==> src/rtl/burst_mem_ctrl.sv <==
// Burst memory controller: arbitrates write/read burst requests onto a single-port
// word memory, streaming write beats in and registered read beats out.
module burst_mem_ctrl #(
  parameter int DATA_W = 8,
  parameter int ADDR_W = 6,
  parameter int LEN_W  = 4
) (
  input  logic              i_clk,
  input  logic              i_reset,
  input  logic              i_wr_req,
  input  logic              i_rd_req,
  input  logic [ADDR_W-1:0] i_addr,
  input  logic [LEN_W-1:0]  i_len,
  output logic              o_ack,
  input  logic [DATA_W-1:0] i_wr_data,
  input  logic              i_wr_valid,
  output logic              o_wr_ready,
  output logic [DATA_W-1:0] o_rd_data,
  output logic              o_rd_valid,
  input  logic              i_rd_ready,
  output logic              o_done,
  output logic              o_busy
);

  // state | meaning
  // IDLE  | sample requests, arbitrate, latch addr/len
  // WR    | accept write beats while beats remain
  // RD    | stream read beats out through the output register
  // DONE  | one-cycle completion pulse, then back to IDLE
  typedef enum logic [1:0] {S_IDLE, S_WR, S_RD, S_DONE} state_t;

  state_t            state_q;
  logic [ADDR_W-1:0] ptr_q;
  logic [LEN_W-1:0]  rem_q;
  logic              last_rd_q;
  logic              ack_q;
  logic              done_q;
  logic              rd_valid_q;
  logic [DATA_W-1:0] rd_data_q;
  logic [DATA_W-1:0] mem_q [2**ADDR_W];

  logic              rem_nz;
  logic              wr_fire;
  logic              rd_take;
  logic              rd_load;
  logic              grant_wr;
  logic              grant_rd;
  logic [ADDR_W-1:0] ptr_d;
  logic [LEN_W-1:0]  rem_d;

  assign rem_nz     = (rem_q != '0);
  assign o_wr_ready = (state_q == S_WR) && rem_nz;
  assign wr_fire    = o_wr_ready && i_wr_valid;
  assign rd_take    = rd_valid_q && i_rd_ready;
  assign rd_load    = (state_q == S_RD) && rem_nz && (!rd_valid_q || i_rd_ready);
  // On a tie, grant the type opposite to the last grant
  assign grant_wr   = i_wr_req && (!i_rd_req || last_rd_q);
  assign grant_rd   = i_rd_req && !grant_wr;
  assign ptr_d      = ptr_q + ADDR_W'(1);
  assign rem_d      = rem_q - LEN_W'(1);

  assign o_ack      = ack_q;
  assign o_done     = done_q;
  assign o_rd_valid = rd_valid_q;
  assign o_rd_data  = rd_data_q;
  assign o_busy     = (state_q != S_IDLE);

  always_ff @(posedge i_clk or negedge i_reset) begin
    if (!i_reset) begin
      state_q    <= S_IDLE;
      ptr_q      <= '0;
      rem_q      <= '0;
      last_rd_q  <= 1'b1;
      ack_q      <= 1'b0;
      done_q     <= 1'b0;
      rd_valid_q <= 1'b0;
      rd_data_q  <= '0;
    end else begin
      ack_q  <= 1'b0;
      done_q <= 1'b0;
      case (state_q)
        S_IDLE: begin
          if (grant_wr || grant_rd) begin
            ack_q     <= 1'b1;
            ptr_q     <= i_addr;
            rem_q     <= i_len;
            last_rd_q <= grant_rd;
            if (i_len == '0) begin
              state_q <= S_DONE;
              done_q  <= 1'b1;
            end else begin
              state_q <= grant_wr ? S_WR : S_RD;
            end
          end
        end
        S_WR: begin
          if (wr_fire) begin
            ptr_q <= ptr_d;
            rem_q <= rem_d;
            if (rem_q == LEN_W'(1)) begin
              state_q <= S_DONE;
              done_q  <= 1'b1;
            end
          end
        end
        S_RD: begin
          if (rd_load) begin
            rd_data_q  <= mem_q[ptr_q];
            rd_valid_q <= 1'b1;
            ptr_q      <= ptr_d;
            rem_q      <= rem_d;
          end else if (rd_take) begin
            rd_valid_q <= 1'b0;
          end
          // Final beat handed off with nothing left to load
          if (rd_take && !rem_nz) begin
            state_q <= S_DONE;
            done_q  <= 1'b1;
          end
        end
        S_DONE: state_q <= S_IDLE;
        default: state_q <= S_IDLE;
      endcase
    end
  end

  // Memory has no reset so contents survive an aborted burst
  always_ff @(posedge i_clk) begin
    if (wr_fire) mem_q[ptr_q] <= i_wr_data;
  end

endmodule

==> config.mk <==
export PLATFORM = sky130hd
export DESIGN_NAME = burst_mem_ctrl
export DESIGN_NICKNAME = d
export VERILOG_FILES = /design/src/rtl/burst_mem_ctrl.sv
export SDC_FILE = /design/constraint.sdc
export NUM_CORES = 1
export LEC_CHECK = 0
export CORE_MARGIN = 8
export CORE_UTILIZATION = 48
export CTS_CLUSTER_SIZE = 28
export DETAILED_ROUTE_END_ITERATION = 7
export REMOVE_ABC_BUFFERS = 1
export SETUP_SLACK_MARGIN = 0.5
export SLEW_MARGIN = 0
export SYNTH_ARGS = -nofsm -noshare
export SYNTH_HDL_FRONTEND = slang
export SYNTH_SLANG_ARGS = --single-unit
==> constraint.sdc <==
create_clock -name i_clk -period 3 [get_ports i_clk]
set_clock_uncertainty 0.1 [all_clocks]
set_input_delay 0.6 -clock i_clk [delete_from_list [all_inputs] [get_ports i_clk]]
set_output_delay 0.6 -clock i_clk [all_outputs]
set_load 0.02 [all_outputs]
==> results of run 1 <==
## synthesized netlist by cell type (all sizes together), types with 3 or more instances
master	n	area (um2)
buf	52	367
dfrtp	23	576
nor3	10	50.1
mux4	65	1480
a2111oi	3	27.5
or3	3	18.8
o22a	5	43.8
a211oi	3	22.5
a221o	7	70.1
clkbuf	23	96.3
edfxtp	512	15400
o32a	3	30.0
mux2i	55	551
and2	8	50.1
a221oi	51	459
a31oi	10	62.6
and3b	6	52.6
a41oi	3	26.3
mux2	20	229
nand2b	5	31.3
ha	8	100
nor3b	3	22.5
nor2b	6	37.5
a22oi	23	173
nand2	40	150
and3	8	51.3
o21ai	21	105
a22o	5	43.8
nand3	20	100
nor2	85	329
inv	13	48.8
o22ai	30	188
a21oi	27	135
## area by class of cell
class                      instances  area, um2  share of cell area [%]
multi-input combinational        561       5390                    20.4
sequential                       536      16000                    60.6
tap                              592        741                    2.81
clock buffer                      68       1470                    5.56
timing repair buffer             250       2400                    9.09
inverter                          13       55.1                   0.209
antenna                            1       2.50                 0.00948
clock inverter                    32        358                    1.36
## metrics by stage
step / util (%) / setup slack (ns) / TNS, ns / cells
2_1_floorplan: - / -2.99 / -1036.12 / 1110
3_3_place_gp: 52.7 / -0.0126 / -0.0126 / 1886
3_5_place_dp: 52.7 / 0.00443 / 0 / 1886
4_1_cts: 58.6 / 0.385 / 0 / 2035
5_1_grt: 59.8 / 0.320 / 0 / 2052
6_report: 59.8 / 0.352 / 0 / 2053
## logic make-up after synthesis
kind of cell    count (synthesis)  share of synthesized area (%)
compound gates                209                           7.25
buf+inv                        88                           2.39
flops                         536                           74.8
mux                           140                           10.6
fa+ha+maj                       8                          0.468
simple gates                  204                           4.54
## final timing paths
check,endpoint,depth (start not counted),slack [ns]
worst min-delay path,o_ack,2,0.28
min in group i_clk,mem_q[48][1],1,0.39
worst min register to register,last_rd_q,2,0.43
worst max register to register,rem_q[0],18,0.35
worst max-delay path,rem_q[0],18,0.35
max in group asynchronous,ptr_q[2],2,2.20
## where the power goes
| group | internal, mW | switching, mW |
|---|---|---|
| Sequential | 8.45 | 0.293 |
| Clock | 4.14 | 2.82 |
| Combinational | 4.38 | 5.36 |
## repair_timing
action,4_1_cts,5_1_grt
cloned,4,0
endpoints found under the setup margin,296,293
hold endpoints to repair,0,0
buffers inserted,45,17
pin swaps,11,24
resized for setup,72,80
## routing by layer
metal	GRT usage (%)	wire, um	vias to the layer above
li1	-	-	5320
met1	33.6	25700	6585
met2	35.4	28100	719
met3	5.66	5280	105
met4	8.53	1810	0
met5	0	0	-
## state kept, by name, summed over array words and instances (netlist names)
signal,cells
last_rd_q,1
o_ack,1
mem_q,512
ptr_q,6
o_rd_data,8
rem_q,4
state_q,2
o_rd_valid,1
o_done,1
## worst reg2reg max path: stages, from the launching register on
cell,delay (ns)
dfrtp_1,0.37
inv_2,0.07
buf_6,0.11
buf_4,0.12
buf_4,0.13
buf_4,0.13
buf_4,0.12
buf_4,0.12
buf_4,0.12
buf_4,0.12
buf_6,0.11
buf_6,0.10
buf_4,0.12
buf_4,0.13
buf_6,0.11
buf_6,0.10
buf_6,0.11
buf_6,0.11
mux2i_1,0.17
==> impl_results.md, run 1 <==
* First-pass GRT wire length at 87.8 mm
* Crit. Startpoint: rem_q[0]
* Post-synth cell types at 71
* DR WL/cell at 29.6 um
* CTS tree: done
* Maximum VDD drop at 0.597 mV
* GPL Wtd Cong at 0.900
* Family with the most delay on the worst path: buffers and inverters
* Critical Path Start Type: register
* Final hold viol count at 0
* Total track usage at about a quarter
* Initial drt markers at 1606
* Initial antenna violation count at 2
* Crit path cell chain: inv_2 -> buf_6 -> buf_4 -> buf_4 -> buf_4 -> buf_4 -> buf_4 -> buf_4 -> buf_4 -> buf_6 -> buf_6 -> buf_4 -> buf_4 -> buf_6 -> buf_6 -> buf_6 -> buf_6 -> mux2i_1
* Pwr Density at 964 nW/um2
* Commonest non-fill, non-tap cells in the layout: edfxtp_1 (512), buf_4 (166), nor2_1 (70)
* Worst path most repeated cell: buf_4
* Post-synth EDFFs at just over 500
* Max incr delay on CP at 0.37 ns
* Status: complete, no violations
* Max Freq at 378 MHz
* Syn Area/Cell at 18.0 um2
* Starting density of the core at 48.4%
* Post-route DRC violation count at 0
* Layout Area Growth over Synthesis at 23.5%
* Chip height at 227 um
* RSZ-0062 raised after global routing: yes
* Crit-path slowest cell: dfrtp_1
* Leak Pwr at 8.91 nW
* Share of layout cells above drive strength 1 at 32.8%
* Placement-stage cell area at 23300 um2
* Seq cells post-synth at 536
* Commonest non-fill, non-tap cell in the layout: edfxtp_1
* Maxcap violations at 0
* Slew HR at 45.9%
* Worst Setup End Kind: register
* GRT overflow at 0
* Clock sink count at 536
* Max Root-Sink Buffers at 3
* H-tree Lvls at 2
* Port bufs at 36
* Power Total at 25.4 mW
* Cell Rows at 77
* Ys async rst share at 4.48%
* Clk_lat worst skew at 0.60 ns
* Final Max Tran Viols at 0
* Layout Nets at 1448
* Wirelength, routed at about 61 mm
* Register area share after synthesis at between 70% and 80%
* Post-route ant nets at 0
* Fill cells at 3305
* Root buffer cell: clkbuf_16
* Drt first pass iters at 6
* I/O Pins at 37
* Hold_ws at 0.283 ns
* Via density at 6.20
* Cts bufs inserted at 54
* Worst Hold Class: in2async
* Crit Path Class: reg2reg
* Cell area after layout at 26400 um2
* Period minus WS final at between 2 and 3 ns
* Total die area at 51500 um2
* Vias in the first global route at between 10000 and 15000
* Worst Tran Pin Value at 0.811 ns
* Die X-Extent at 227 um
* Core ar. at 44100 um2
* Clock transition at path regs at 0.06 ns
* Largest net degree at the start of global routing at 65
* Cell area after synthesis at 21400 um2
* Arrival time at the worst endpoint at approximately 3.1 ns
* Reg2reg start: rem_q[0]
* Endpoints failing setup at 0
* Syn Inst Count at 1185
* # hold bufs at CTS at 0
* Crit-path max FO at 2
* Placed wire-length estimate at 37.9 mm
* Worst Path Required at 3.42 ns
* Post-synth top flop: edfxtp_1
* Count of buffer and inverter cells on the critical path at 17
* Syn. warnings at 0
* Final period utilization at 88.3%
* Total number of vias at 12700
(Power assumes the default switching activity.)
==> run 2, diff against run 1 <==
--- a/config.mk
+++ b/config.mk
@@ -15,3 +15,4 @@
 export SYNTH_ARGS = -nofsm -noshare
 export SYNTH_HDL_FRONTEND = slang
 export SYNTH_SLANG_ARGS = --single-unit
+export TNS_END_PERCENT = 10
==> impl_results.md, run 2 (synthesis results as in run 1) <==
* Reg2reg start: rem_q[0]
* Root buffer cell: clkbuf_16
* Post-route ant nets at 0 (unchanged)
* DR WL/cell at 29.5 um (-0.52%)
* RSZ-0062 raised after global routing: yes
* Worst Path Required at 3.41 ns (about the same)
* Commonest non-fill, non-tap cell in the layout: edfxtp_1
* Commonest non-fill, non-tap cells in the layout: edfxtp_1 (512), buf_4 (161), nor2_1 (81)
* Worst R2R End: rem_q[0]
* Post-route DRC violation count at 0 (unchanged)
* Setup slack, reg-to-reg at 0.33 ns (-0.02 ns)
* # placed instances at 1886 (unchanged)
* Die X-Extent at 227 um (unchanged)
* Slew HR at 46.9% (+1.0 points)
* Clock transition at path regs at 0.06 ns (about the same)
* Critical Path Start Type: register
* Layout Nets at 1430 (-1.2%)
* TNS Setup at 0 ns (unchanged)
* Max Root-Sink Buffers at 3 (unchanged)
* R2r worst-path depth at 18 (unchanged)
* Crit Path Class: reg2reg
* Cell Rows at 77 (unchanged)
* First-pass GRT wire length at 86.6 mm (-1.3%)
* GPL Wtd Cong at 0.900 (unchanged)
* Clk_lat worst skew at 0.60 ns (about the same)
* Total die area at 51500 um2 (unchanged)
* GRT overflow at 0 (unchanged)
* Crit-path max FO at 2 (unchanged)
* Via density at 6.18 (-0.36%)
* Maxcap violations at 0 (unchanged)
* Maximum VDD drop at 0.552 mV (-7.5%)
* Core ar. at 44100 um2 (unchanged)
* Final Max Tran Viols at 0 (unchanged)
* Initial antenna violation count at 1 (-1)
* Leak Pwr at 8.75 nW (-1.8%)
* Vias in the first global route at 12400 (-0.92%)
* Reg with most FFs: mem_q
* H-tree Lvls at 2 (unchanged)
* Pwr Density at 953 nW/um2 (-1.1%)
* I/O Pins at 37 (unchanged)
* Initial drt markers at 1480 (-7.8%)
* Wirelength, routed at 60.0 mm (-1.4%)
* Max Freq at 375 MHz (-0.68%)
* Worst Tran Pin Value at 0.796 ns (-0.0152 ns)
* Arrival time at the worst endpoint at 3.08 ns (about the same)
* Placed wire-length estimate at 37.9 mm (unchanged)
* # hold bufs at CTS at 0 (unchanged)
* Max reg flops at 512 (unchanged)
* Final period utilization at 88.9% (+0.60 points)
* Status: complete, no violations
* Cts bufs inserted at 54 (unchanged)
* Endpoints failing setup at 0 (unchanged)
* Final hold viol count at 0 (unchanged)
* Total track usage at 23.2% (-0.37 points)
* Chip height at 227 um (unchanged)
* Period minus WS final at 2.67 ns (+0.0180 ns)
* Post-Layout Cell Count at 2035 (-0.88%)
* Total number of vias at 12600 (-1.2%)
* Largest net degree at the start of global routing at 65 (unchanged)
* Worst Setup End Kind: register
* CTS tree: done
* Port bufs at 36 (unchanged)
* Layout Area Growth over Synthesis at 21.3%
* Share of layout cells above drive strength 1 at 29.1% (-3.7 points)
* Starting density of the core at 48.4% (unchanged)
* Worst Hold Class: in2async
* Drt first pass iters at 6 (unchanged)
* Clock sink count at 536 (unchanged)
run 2: cell types whose count changed in the layout (fill, tap and decap cells not counted), sizes merged:
cell	delta
clkbuf	+1
buf	-19
clkdlybuf4s15	+1
bufbuf	-1
run 2: power breakdown:
group | total, mW | switching [mW] | internal (mW)
clock network | 6.95 | 2.81 | 4.14
logic | 9.01 | 5.09 | 3.92
registers | 8.74 | 0.289 | 8.45
total | 24.7 | 8.20 | 16.5
run 2: worst max path at each step:
stage	start	to	slack, ns	cells after the start
3_5_place_dp	ptr_q[0]	o_rd_data[4]	0.004	7
6_report	rem_q[0]	rem_q[0]	0.33	18
2_1_floorplan	ptr_q[2]	o_rd_data[7]	-2.99	5
3_3_place_gp	ptr_q[0]	o_rd_data[4]	-0.01	7
5_1_grt	rem_q[0]	rem_q[0]	0.29	18
4_1_cts	rem_q[0]	o_wr_ready	0.38	5
run 2: timing repair:
item | in CTS | in global routing
setup endpoints to repair | 296 | 376
buffers inserted | 36 | 8
gates cloned | 2 | 2
pin swaps | 6 | 4
gates resized for setup | 51 | 37
run 2: layout make-up:
| type | count | area [um2] |
|---|---|---|
| clock buffers | 68 | 1470 |
| diodes | 1 | 2.50 |
| clock inverters | 32 | 358 |
| repair buffers | 232 | 2130 |
| multi-input cells | 561 | 5170 |
| fillers | 3357 | 18200 |
| well taps | 592 | 741 |
| inverters | 13 | 55.1 |
| flip-flops and latches | 536 | 16000 |
run 2: layer usage:
metal | GRT usage, % | vias up | share of wire, %
met5 | 0 | - | 0
met4 | 8.44 | 0 | 3.8
met3 | 5.14 | 123 | 9.0
met2 | 35.1 | 645 | 45
met1 | 33.1 | 6518 | 42
li1 | - | 5286 | -
run 2: stage by stage:
step           total power, mW  hold WS (ns)  utilization, %  setup slack [ns]  instance area (um2)
2_1_floorplan             13.3         0.204               -             -2.99                20900
3_3_place_gp              16.3         0.413            52.7           -0.0126                23300
3_5_place_dp              16.4         0.423            52.7           0.00443                23300
4_1_cts                   24.1         0.268            58.1             0.385                25600
5_1_grt                   25.5         0.297            58.7             0.286                25900
6_report                  24.7         0.279            58.7             0.334                25900
run 2: worst max-delay path: stages, from the launching register on:
cell and delay (ns):
dfrtp_1 0.37, inv_2 0.07, buf_6 0.11, buf_4 0.12, buf_4 0.12, buf_4 0.12
buf_4 0.12, buf_4 0.12, buf_4 0.12, buf_4 0.12, buf_6 0.11, buf_6 0.10
buf_4 0.12, buf_4 0.12, buf_6 0.10, buf_4 0.13, buf_6 0.11, buf_4 0.13
mux2i_1 0.16
==> run 3, diff against run 2 <==
==> constraint.sdc (replaced) <==
create_clock -name i_clk -period 3 [get_ports i_clk]
set_clock_uncertainty 0.1 [all_clocks]
set_input_delay 0.6 -clock i_clk [delete_from_list [all_inputs] [get_ports i_clk]]
set_output_delay 0.6 -clock i_clk [all_outputs]
set_load 0.005 [all_outputs]
==> impl_results.md, run 3 (synthesis results as in run 1) <==
* Leak Pwr at 8.38 nW (-4.2%)
* CTS tree: done
* Post-Layout Cell Count at 1975 (-2.9%)
* Final period utilization at 88.2% (-0.68 points)
* Max reg flops at 512 (unchanged)
* H-tree Lvls at 2 (unchanged)
* Pre-CTS setup slack at -0.0277 ns (-0.0321 ns)
* Reg with most FFs: mem_q
* Chip height at 227 um (unchanged)
* Met3 Usage GRT at 4.59% (-0.55 points)
* Maxcap violations at 0 (unchanged)
* Via density at 6.19 (+0.13%)
* Final hold viol count at 0 (unchanged)
* Antenna Diode Count at 0 (-1)
* Clock transition at path regs at 0.06 ns (about the same)
* Period minus WS final at 2.65 ns (-0.0204 ns)
* Pwr Density at 933 nW/um2 (-2.1%)
* Crit-path slowest cell: dfrtp_4
* Register area at 16000 um2 (unchanged)
* Drt first pass iters at 5 (-1)
* Crit path cell chain: buf_4 -> buf_4 -> mux2_4 -> a221oi_2 -> o22ai_1 -> a2111o_1 -> o32a_1
* Area of the multi-input gates at 5150 um2 (-0.46%)
* Max Freq at 378 MHz (+0.77%)
* Core ar. at 44100 um2 (unchanged)
* Power Total at 23.6 mW (-4.6%)
* Cell Rows at 77 (unchanged)
* Max incr delay on CP at 0.52 ns (+0.15 ns)
* Final worst slack at 0.355 ns (+0.0204 ns)
* GRT overflow at 0 (unchanged)
* Max Root-Sink Buffers at 3 (unchanged)
* Maximum VDD drop at 0.478 mV (-13%)
* Slew HR at 43.9% (-3.1 points)
* Total die area at 51500 um2 (unchanged)
* Starting density of the core at 48.4% (unchanged)
* Crit Path Class: reg2reg
* R2r worst-path depth at 7 (-11)
* Total number of vias at 12200 (-2.8%)
* Fill cells at 3423 (+2.0%)
* Worst Setup End Kind: register
* Worst path most repeated cell: buf_4
* # placed instances at 1857 (-1.5%)
* Root buffer cell: clkbuf_16
* Worst Tran Pin Value at 0.839 ns (+0.0430 ns)
* Largest net degree at the start of global routing at 65 (unchanged)
* Clock sink count at 536 (unchanged)
* Layout Area Growth over Synthesis at 18.2%
* Cts bufs inserted at 56 (+3.7%)
* Port bufs at 36 (unchanged)
* Placed wire-length estimate at 37.2 mm (-1.8%)
* Met2 usage at 35.1% (about the same)
* Share of layout cells above drive strength 1 at 27.0% (-2.1 points)
* Layout Nets at 1373 (-4.0%)
* Met1 GRT Util at 32.3% (-0.85 points)
* Die X-Extent at 227 um (unchanged)
* Initial antenna violation count at 0 (-1)
* Initial drt markers at 1498 (+1.2%)
* Worst Path Required at 3.38 ns (-0.03 ns)
* Total track usage at 22.9% (-0.29 points)
* Post-route ant nets at 0 (unchanged)
* DR WL/cell at 29.7 um (+0.70%)
* GR peak layer: met2
* Clk_lat worst skew at 0.60 ns (about the same)
* Critical Path Start Type: register
* First-pass GRT wire length at 85.3 mm (-1.6%)
* Final Max Tran Viols at 0 (unchanged)
* RSZ-0062 raised after global routing: yes
* Vias in the first global route at 12300 (-0.63%)
* Arrival time at the worst endpoint at 3.02 ns (-0.06 ns)
* Crit-path max FO at 5 (+3)
* Commonest non-fill, non-tap cell in the layout: edfxtp_1
* I/O Pins at 37 (unchanged)
* Post-route DRC violation count at 0 (unchanged)
* Commonest non-fill, non-tap cells in the layout: edfxtp_1 (512), buf_4 (116), nor2_1 (72)
* Status: complete, no violations
* Worst Hold Class: in2async
* Wirelength, routed at 58.6 mm (-2.3%)
* GPL Wtd Cong at 0.884 (-1.8%)
* Endpoints failing setup at 0 (unchanged)
[run 3: cell count changes in the layout (fill, tap and decap cells not counted), sizes merged, moves of 2 or more]
cell / change
buf: -58
inv: +2
clkinv: +8
bufinv: -4
clkinvlp: -2
clkbuf: -5
[run 3: layout make-up]
class | count | share of cell area [%]
sequential | 536 | 63.3
clock inverter | 36 | 1.14
tap | 592 | 2.93
inverter | 13 | 0.193
clock buffer | 64 | 5.75
timing repair buffer | 173 | 6.29
multi-input combinational | 561 | 20.4
[run 3: worst max-delay path, delay by kind of cell, from the launching register on]
kind	cells	cell delay [ns]
multiplexers	1	0.30
buffers and inverters	2	0.37
AO/OA/AOI/OAI	4	1.23
flip-flops	1	0.52
[run 3: final timing paths]
kind / from / endpoint / slack, ns
setup / recovery: ptr_q[0] / o_rd_data[7] / 0.35
setup reg to reg: ptr_q[0] / o_rd_data[7] / 0.35
hold reg to reg: last_rd_q / last_rd_q / 0.44
min in group i_clk: i_wr_data[6] / mem_q[2][6] / 0.39
hold / removal: i_reset / rem_q[2] / 0.28
max in group asynchronous: i_reset / last_rd_q / 2.21
[run 3: stage by stage]
| stage | hold slack, ns | util (%) | instance area, um2 | setup TNS [ns] |
|---|---|---|---|---|
| floorplan | 0.204 | - | 20900 | -1036.12 |
| global placement | 0.415 | 52.2 | 23000 | 0 |
| detailed placement | 0.422 | 52.2 | 23000 | -0.216 |
| CTS | 0.263 | 56.8 | 25100 | 0 |
| global route | 0.321 | 57.2 | 25300 | 0 |
| finish | 0.278 | 57.2 | 25300 | 0 |
[run 3: report_power, final]
part	total, mW	switching, mW	internal (mW)
sequential	8.77	0.312	8.45
clock	6.65	2.85	3.80
combinational	8.15	4.68	3.47
[run 3: timing repair]
action | 4_1_cts | 5_1_grt
buffers inserted | 13 | 4
gates resized for setup | 34 | 38
endpoints found under the hold margin | 0 | 0
hold buffers | 0 | 0
gates cloned | 1 | 0
pin swaps | 5 | 2
endpoints found under the setup margin | 331 | 473
[run 3: routing by layer]
metal,share of wire [%],up-vias
li1,-,5163
met1,42,6298
met2,46,635
met3,8.7,121
met4,3.7,0
met5,0,-
==> variant (flow settings as in run 3) <==
Make the reset (`i_reset`) synchronous in one clocked block.
--- a/src/rtl/burst_mem_ctrl.sv
+++ b/src/rtl/burst_mem_ctrl.sv
@@ -67,3 +67,3 @@
 
-  always_ff @(posedge i_clk or negedge i_reset) begin
+  always_ff @(posedge i_clk) begin
     if (!i_reset) begin
Function: differs if i_reset is asserted again (counterexample within 4 cycles, from zero or initial values and one cycle with i_reset low); with i_reset held inactive, the same outputs for 4 cycles.
==> variant against run 3 <==
Design area hardly changed. Fmax increased by 5.5%. Area after synthesis fell by 0.15%. Combinational power fell by 27%. Sequential cell count did not move. Sequential power shrank 2%. Setup slack better by 0.14 ns. Total power is 10% lower. Routed wire length shrank 0.57%. Critical path type unchanged. Critical endpoint is now o_rd_data[2]. Highest routed layer is now met5.
==> variant: results (changes against run 3) <==
metric,value,unit,change
status,finished clean,,
antenna_cells,0,,unchanged
grt_pass1_wl,83800,um,-1.7%
drt_iter0_markers,1365,,-8.9%
use_met2,34.9,%,-0.18 points
drive_gt1_share,22.7,%,-4.3 points
placed_cell_area,23200,um^2,+0.78%
synthTopCellsByCount,"512 x edfxtp_1, 113 x mux2i_1, 89 x nor2_1, 56 x a22oi_1, 52 x a21oi_1",,
grt_max_degree,65,,unchanged
top_layer,met5,,
vias,12400,,+1.7%
wl_met3,5320,um,+4.0%
ys.flop_type,edfxtp_1,,
route.layer.met1.wl,23800,um,-2.4%
place_ws,0.0915,ns,+0.119 ns
min_from,rem_q[0],,
grt_overflow,0,,unchanged
peakVddDrop,531,uV,+11%
dp_hpwl,36200,um,-2.5%
met1_usage,30.5,%,-1.8 points
cts_buffer_depth,3,,unchanged
drcViolationCount,0,,unchanged
maxSlewHeadroom,44.7,%,+0.83 points
ys_warn_count,0,,unchanged
seq_area_frac_synth,74.3,%,-0.46 points
synth_cells,1252,,+5.7%
setup_viol,0,,unchanged
synthArstFlopShare,0,%,-4.5 points
cts_inserted_buffers,53,,-5.4%
antenna_found_initial,1,,+1
wl_per_cell,28.2,um,-5.0%
largest_register_ffs,512,,unchanged
ys_top_cells_by_area,"edfxtp_1 72%, mux2i_1 5.3%, mux4_2 4.5%",,
hold_path_class,flip-flop to flip-flop,,
nets,1466,,+6.8%
cts_root_buffer,clkbuf_16,,
cp-startpoint,ptr_q[0],,
synthDistinctLibCells,60,,-15%
portBuffers,36,,unchanged
met2_length,26700,um,-1.2%
dp_cells,1953,,+5.2%
synth_edf_count,512,,unchanged
htree_levels,2,,unchanged
critPathMaxFanout,15,,+10
firstDrtPassIters,5,,unchanged
leakagePower,0.00820,uW,-2.2%
insertion_delay,0.59,ns,
grt.met3_usage,5.10,%,+0.51 points
clk_pin_slew,0.06,ns,about the same
postRouteAntennaNets,0,,unchanged
track_usage,22.6,%,-0.36 points
avgViaCountPerCell,6.01,,-2.9%
regMostFlops,mem_q,,
gp_congestion,0.923,,+4.4%
cp_data_arrival_time,2.88,ns,-0.14 ns
[variant: changes by cell type in the layout (fill, tap and decap cells not counted), sizes merged, moves of 23 or more]
cell | before | now
dfrtp | 23 | 0
o21ai | 21 | 47
mux2i | 55 | 113
a21oi | 27 | 52
a22oi | 23 | 56
dfxtp | 0 | 24
buf | 144 | 176
[variant: logic make-up (layout without fill, tap and decap cells)]
family / after synthesis / after routing / share of synthesized area [%]
buffers and inverters: 90 / 314 / 2.48
muxes: 166 / 166 / 10.4
adders and majority gates: 8 / 8 / 0.469
and+or+nand+nor: 194 / 194 / 4.24
AOI/OAI and AO/OA: 258 / 258 / 8.14
DFF: 536 / 536 / 74.3
[variant: layout make-up]
type	instances	area [um^2]
clock buffers	64	1370
fillers	3402	18800
well taps	592	741
clock inverters	33	355
flip-flops and latches	536	15900
inverters	11	41.3
repair buffers	206	1840
multi-input cells	626	5010
[variant: what timing repair did]
item | CTS | global route
setup endpoints to repair | 289 | 274
resized for setup | 16 | 15
gates cloned | 0 | 2
pin swaps | 1 | 1
setup buffers | 10 | 6
[variant: path summary, 6_finish.rpt]
path	endpoint	slack [ns]	cells past startpoint
hold reg to reg	rem_q[0]	0.38	2
hold / removal	rem_q[0]	0.38	2
setup / recovery	o_rd_data[2]	0.49	8
setup reg to reg	o_rd_data[2]	0.49	8
[variant: worst max-delay path: stages (launching register included)]
cell and delay (ns):
dfxtp_4 0.44, buf_12 0.21, and2_2 0.28, buf_4 0.19, a22o_1 0.23, a221oi_1 0.41
o22ai_1 0.13, nor2_1 0.28, a21oi_1 0.10
[variant: where the power goes]
group	internal [uW]	switching (uW)	total, uW
clock	3920	2750	6670
combinational	2430	3500	5930
sequential	8340	235	8580
total	14700	6480	21200
